--- config.mk ---
export PLATFORM = sky130hd
export DESIGN_NAME = cam_capture_writer
export DESIGN_NICKNAME = d
export VERILOG_FILES = /design/src/rtl/cam_capture_writer.sv
export SDC_FILE = /design/constraint.sdc
export NUM_CORES = 1
export LEC_CHECK = 0
export BUFFER_PORTS_ARGS = -buffer_cell sky130_fd_sc_hd__buf_4
export CORE_UTILIZATION = 45
export CTS_CLUSTER_SIZE = 16
export DETAILED_ROUTE_END_ITERATION = 10
export GPL_TIMING_DRIVEN = 0
export PLACE_DENSITY = 0.65
export SLEW_MARGIN = 20
export SYNTH_ARGS = -nofsm -noshare
export SYNTH_HDL_FRONTEND = slang
export SYNTH_SLANG_ARGS = --single-unit
--- constraint.sdc ---
create_clock -name clk -period 2.5 [get_ports clk]
set_clock_uncertainty 0.1 [all_clocks]
set_input_delay 0.375 -clock clk [delete_from_list [all_inputs] [get_ports clk]]
set_output_delay 0.375 -clock clk [all_outputs]
set_load 0.02 [all_outputs]
--- src/rtl/cam_capture_writer.sv ---
// cam_capture_writer
//   Write side of the camera frame buffer. Samples the OV7670 parallel bus
//   (pclk/href/vsync/data) in the clk domain and packs byte pairs into RGB565
//   words. Each complete pixel becomes one write to the buffer RAM, in raster
//   order.
// Ports
//   clk, rst         system clock (>= 4x cam_pclk), synchronous active-high reset
//   enable           arm capture of the next full frame; 0 stops at frame boundary
//   cam_pclk/href/vsync/data   asynchronous camera bus, sampled as data
//   addr_in/data_in/regwrite   buffer write port (one-cycle strobe per pixel)
//   frame_done       one-cycle pulse when a captured frame closes
//   pair_err         sticky flag: a line ended on an odd byte; cleared at frame start
module cam_capture_writer #(
  parameter int AW    = 17,
  parameter int DW    = 16,
  parameter int IMG_W = 160,
  parameter int IMG_H = 120
) (
  input  logic          clk,
  input  logic          rst,
  input  logic          enable,
  input  logic          cam_pclk,
  input  logic          cam_href,
  input  logic          cam_vsync,
  input  logic [7:0]    cam_data,
  output logic [AW-1:0] addr_in,
  output logic [DW-1:0] data_in,
  output logic          regwrite,
  output logic          frame_done,
  output logic          pair_err
);

  localparam logic [AW-1:0] TOTAL = AW'(IMG_W * IMG_H);

  typedef enum logic [1:0] {IDLE, WAIT_VS, CAPTURE, DONE} state_t;
  state_t state, state_nxt;

  // Bit 0/1 are the two synchronizer flops, bit 2 is the edge-detect stage.
  // Data follows the same three stages so the byte lines up with rise_r.
  logic [2:0] pclk_sr, href_sr, vsync_sr;
  logic [7:0] data_s1, data_s2, data_d;
  logic       rise_r;

  always_ff @(posedge clk) begin
    if (rst) begin
      pclk_sr  <= '0;
      href_sr  <= '0;
      vsync_sr <= '0;
      data_s1  <= '0;
      data_s2  <= '0;
      data_d   <= '0;
      rise_r   <= 1'b0;
    end else begin
      pclk_sr  <= {pclk_sr[1:0], cam_pclk};
      href_sr  <= {href_sr[1:0], cam_href};
      vsync_sr <= {vsync_sr[1:0], cam_vsync};
      data_s1  <= cam_data;
      data_s2  <= data_s1;
      data_d   <= data_s2;
      rise_r   <= pclk_sr[1] & ~pclk_sr[2];
    end
  end

  logic href_fall, vs_fall, vs_rise;
  assign href_fall = href_sr[2] & ~href_sr[1];
  assign vs_fall   = vsync_sr[2] & ~vsync_sr[1];
  assign vs_rise   = ~vsync_sr[2] & vsync_sr[1];

  always_ff @(posedge clk) begin
    if (rst) state <= IDLE;
    else     state <= state_nxt;
  end

  logic frame_start;

  always_comb begin
    state_nxt   = state;
    frame_start = 1'b0;
    frame_done  = 1'b0;
    unique case (state)
      IDLE:    if (enable) state_nxt = WAIT_VS;
      WAIT_VS: begin
        if (!enable) state_nxt = IDLE;
        else if (vs_fall) begin
          state_nxt   = CAPTURE;
          frame_start = 1'b1;
        end
      end
      // enable is deliberately not looked at here: a started frame always completes
      CAPTURE: if (vs_rise) state_nxt = DONE;
      DONE: begin
        frame_done = 1'b1;
        state_nxt  = enable ? WAIT_VS : IDLE;
      end
      default: state_nxt = IDLE;
    endcase
  end

  // phase_lo = 0 expects the high byte, 1 expects the low byte
  logic          phase_lo;
  logic          take, phase_tog, line_err;
  logic [AW-1:0] count;

  always_comb begin
    take      = (state == CAPTURE) && rise_r && href_sr[2];
    phase_tog = phase_lo ^ take;
    // Evaluate against the phase after any byte taken this cycle, so a byte and
    // an href fall landing together are still judged correctly.
    line_err  = (state == CAPTURE) && href_fall && phase_tog;
  end

  always_ff @(posedge clk) begin
    if (rst) begin
      addr_in  <= '0;
      data_in  <= '0;
      regwrite <= 1'b0;
      pair_err <= 1'b0;
      phase_lo <= 1'b0;
      count    <= '0;
    end else begin
      regwrite <= 1'b0;
      if (frame_start) begin
        count    <= '0;
        pair_err <= 1'b0;
        phase_lo <= 1'b0;
      end else begin
        if (take) begin
          if (!phase_lo) data_in[15:8] <= data_d;
          else begin
            data_in[7:0] <= data_d;
            // Pixels beyond the frame size are dropped; address stays at the last pixel.
            if (count < TOTAL) begin
              regwrite <= 1'b1;
              addr_in  <= count;
              count    <= count + 1'b1;
            end
          end
        end
        // The dangling high byte is discarded by realigning to HI.
        if (line_err) begin
          pair_err <= 1'b1;
          phase_lo <= 1'b0;
        end else begin
          phase_lo <= phase_tog;
        end
      end
    end
  end

endmodule
[Yosys cells after proc, flatten, opt, wreduce, memory -nomap -nowiden]
Index checks and enable logic that the tools add are counted.
Widths: inputs -> output; s select.
Word-level totals
  register bits: 89
  bits of input ports: 14
  output and inout port bits: 36
  word-level logic and storage cells: 59
Operators by class
  $add $sub $neg: 1
  $lt $le $gt $ge: 1
  equal/unequal tests: 6
  multiplexer cells: 11
  bitwise operators: 12
  reduce and logical (&&, ||, !) cells: 13
Operators by type and width (number)
  $add 17x1->17 const B: 1
  $lt 17x15->1 const B: 1
  $reduce_and 3->1: 4
  $mux 2: 4
  $pmux 2 s4: 1
  $not 1->1: 7
  $mux 1: 6
  $and 1x1->1: 4
  $eq 2x2->1 const B: 2
  $logic_and 1x1->1: 4
  $ne 2x2->1 const B: 2
  $reduce_and 4->1: 1
  $reduce_or 4->1: 1
  $ne 3x3->1 const B: 1
  $reduce_or 3->1: 1
  $eq 2x1->1 const B: 1
  $logic_not 2->1: 1
  $reduce_or 2->1: 1
  $xor 1x1->1: 1

[Depth between registers and ports, before layout]
  depth after elaboration: 7
  mapped depth: 7
  gate-level depth less buffers: 6

[Worst setup path before layout]
OpenSTA, ideal clock, no wires.
  kind: flip-flop to flip-flop
  start point: register state[0]
  end point: register count[13]
  library setup time: 0.070 ns
  arrival time: 1.821 ns
  data required time: 2.330 ns
  setup slack: 0.509 ns
  stages on the path, launching flop included: 7
  buffers on the path: 1
  clock period less this slack: 1.991 ns
  cells stage by stage: dfxtp_1 and4b_1 buf_2 ha_1 nand4_4 or4_1 a21oi_1
On the way
  longest elaborated chain between the ends: 4
  elaborated cells on any way between the ends: 7
  classes of those cells: eq/ne (2); mux (1); reduce/logical (4)
RTL lines
  from (decl): line 36  | state_t state, state_nxt;
  from (signal assigned): line 71  | else state <= state_nxt;
  $eq 2x2->1: line 105  | take = (state == CAPTURE) && rise_r && href_sr[2];
  $logic_and 1x1->1 (2 in series): line 105
  $reduce_and 3->1 (no source line)
  to (signal assigned): line 135  | count <= count + 1'b1;
  to (decl): line 102  | logic [AW-1:0] count;
Several ways; a longest one is shown, not always the timed one.
A chain may end at the register's enable or synchronous reset.

==> flow_summary_export.csv <==
group,metric,value,unit
placement,portBuffers,49,
power,power_density,624.9,nW/um^2
routing,ant_nets,0,
global_route,grt.met1_usage,25.72,%
routing,drt_pre_antenna_iters,4,
yosys,async_flop_share,0,%
clocking,cts.clk_slew.worst_paths,0.09,ns
clocking,postCtsHoldBufs,0,
critical_path,r2r-end,"count[11]",
routing,drt_wl_total,6.450,mm
clocking,clockRootBuffer,"clkbuf_8",
clocking,cts.repair.resized,0,
die,rows,31,
critical_path,crit_path_top_delay_cell,"or4_1",
yosys,synth_seq_area_share,53.37,%
clocking,cts_tree,"built",
die,core,7214,um^2
global_route,antenna_found_initial,0,
sta,hold_violations,0,
sta,hold_ws,0.1236,ns
finish,fillCellCount,665,
die,die_h,88.13,um
critical_path,cp_max_fo,10,
global_route,grt_pass1_wl,10.83,mm
yosys,ys_seq_elements,89,
sta,final.setup.tns,0,ns
global_route,grt_use_met2,27.41,%
critical_path,arrival,2.45,ns
critical_path,r2r_cells,6,
yosys,ys.flop_type,"dfxtp_1",
clocking,h-tree-depth,3,
clocking,worstSkewPairLatency,0.36,ns
power,p_leak,1.471,nW
yosys,synthDistinctLibCells,41,
die,start_util,46.27,%
yosys,yosysMostFrequentCell,"dfxtp_1",
yosys,synthTopCellsByCount,"dfxtp_1 (89), nor2b_1 (35), nand2b_1 (31)",
placement,dp_slack,0.2661,ns
finish,diodes,0,
global_route,use_met3,3.676,%
sta,finalCriticalPeriod,2.268,ns
clocking,cts_buffers,9,
critical_path,worstPathRequired,2.69,ns
die,fp.dieW,88.13,um
placement,dp_hpwl,4.653,mm
finish,final_layout_size_suffix_gt1_share,19.90,%
critical_path,cp_slowest_stage_delay,0.55,ns
clocking,clkSinkCount,89,
routing,wire_per_inst,13.14,um
placement,place_congestion,0.7907,
sta,period_share,90.70,%
sta,rsz0062_at_grt,"false",
sta,relSlewSlack,67.22,%
yosys,synth_nets,343,
die,die_area,7767,um^2
worst_hold_path,hold_start,"cam_vsync",
routing,vias,2430,
routing,drc,0,
global_route,overflow,0,
global_route,grt_pass1_vias,2246,
clocking,clock_path_buffers,2,
critical_path,crit_path_end_kind,"flop",
sta,report.final.slew_viol_count,0,
sta,fmax,441.0,MHz
worst_hold_path,hp-class,"in -> reg",
job,maxCapViolations,0,
yosys,synth_top_area_share,53.37,%
die,io_pins,50,
power,ir_drop,0.0004162,V
yosys,syn_avg_cell_area,10.21,um^2
yosys,netlist_instances,327,
power,p_total,0.002518,W
finish,fin_util,55.86,%
finish,nets,403,
yosys,yosys.area.top_type,"dfxtp_1",
routing,vias_per_cell,4.949,
clocking,cts_setup_buffers,0,
finish,syn_to_final_growth,20.73,%
routing,drt_iter0_markers,48,
yosys,yosysWarnings,0,
global_route,track_usage,18.37,%
worst_hold_path,whs_endpoint,"vsync_sr[0]",
global_route,grt_max_degree,17,
critical_path,crit_type,"reg -> reg",
yosys,ys_top_cells_by_area,"dfxtp_1 (53%), mux2i_1 (7.2%), nor2b_1 (6.6%)",
global_route,top_usage_layer,"met2",
run_status,status,"completed",
yosys,synth_enable_flop_cells,0,
worst_hold_path,hold_depth,2,
critical_path,crit_path_cell_trace,"and4b_1 > buf_2 > ha_1 > nand4_4 > or4_1 > a21oi_1",
sta,tightestPinTransition,0.4899,ns
sta,setup_viol,0,
critical_path,cp-start-kind,"flop",
critical_path,r2r_slack,0.23,ns
yosys,synthesis.area,3338,um^2
sta,setup_ws,0.2325,ns
[sequential cells by signal, indices dropped and copies added, names as in the netlist, named ones only]
register and flops:
addr_in 17, pclk_sr 3, pair_err 1, data_in 16, count 17, href_sr 3, regwrite 1, vsync_sr 3
data_d 8, phase_lo 1, state 1, data_s2 8, rise_r 1, data_s1 8
[through the flow]
step	instance area, um^2	instances
3_3_place_gp	3830	475
2_1_floorplan	3338	327
5_1_grt	4030	491
4_1_cts	4030	491
3_5_place_dp	3830	475
6_report	4030	491
[worst max-delay path: cells and delay by family, from the launching register on]
family | cells | cell delay (ns)
buffers and inverters | 1 | 0.23
AND/OR/NAND/NOR | 3 | 0.98
adder cells (fa/ha/maj) | 1 | 0.33
AO/OA/AOI/OAI | 1 | 0.15
flip-flops | 1 | 0.41
[layout make-up]
class	instances	area, um^2	area share, %
inverter	3	11.26	0.2794
sequential	89	1782	44.21
timing repair buffer	49	367.9	9.128
tap	99	123.9	3.074
multi-input combinational	217	1445	35.86
clock inverter	7	76.32	1.894
buffer	18	100.1	2.484
clock buffer	9	123.9	3.074
[power by group]
group	switching (W)	internal (W)
Clock	0.000526	0.000473
Sequential	0.00000741	0.00144
Combinational	0.0000353	0.0000380
Total	0.000569	0.00195
[layout by cell type (no fill, tap or decap), drive strengths merged, types with 4 or more instances in the layout]
cell,instances
o31ai,9
and2,4
dfxtp,89
nor2,13
nand4,4
nor2b,35
or4,8
a21oi,25
nand3,10
clkbuf,18
nand2b,31
nand2,19
mux2i,24
inv,6
buf,58
nor3b,4
[metal layers]
metal / share of wire, % / up-vias
li1: - / 1249
met1: 51 / 1114
met2: 43 / 56
met3: 4.5 / 11
met4: 1.8 / 0
met5: 0 / -
[kinds of logic after synthesis]
group	share of synthesized area, %
XOR/XNOR	0.2624
multiplexers	7.196
flip-flops	53.37
adder cells (fa/ha/maj)	0.7495
buffers and inverters	3.336
AND/OR/NAND/NOR	25.34
AO/OA/AOI/OAI	9.745
[worst max-delay path by stage]
| stage | start | endpoint |
|---|---|---|
| final | flop | count[11] |
| after global routing | flop | count[13] |
| after CTS | flop | count[11] |
| after detailed placement | flop | count[11] |
| after global placement | flop | count[13] |
| after floorplan | state[0] | count[13] |
No activity file was read; power rests on OpenSTA's default activity.
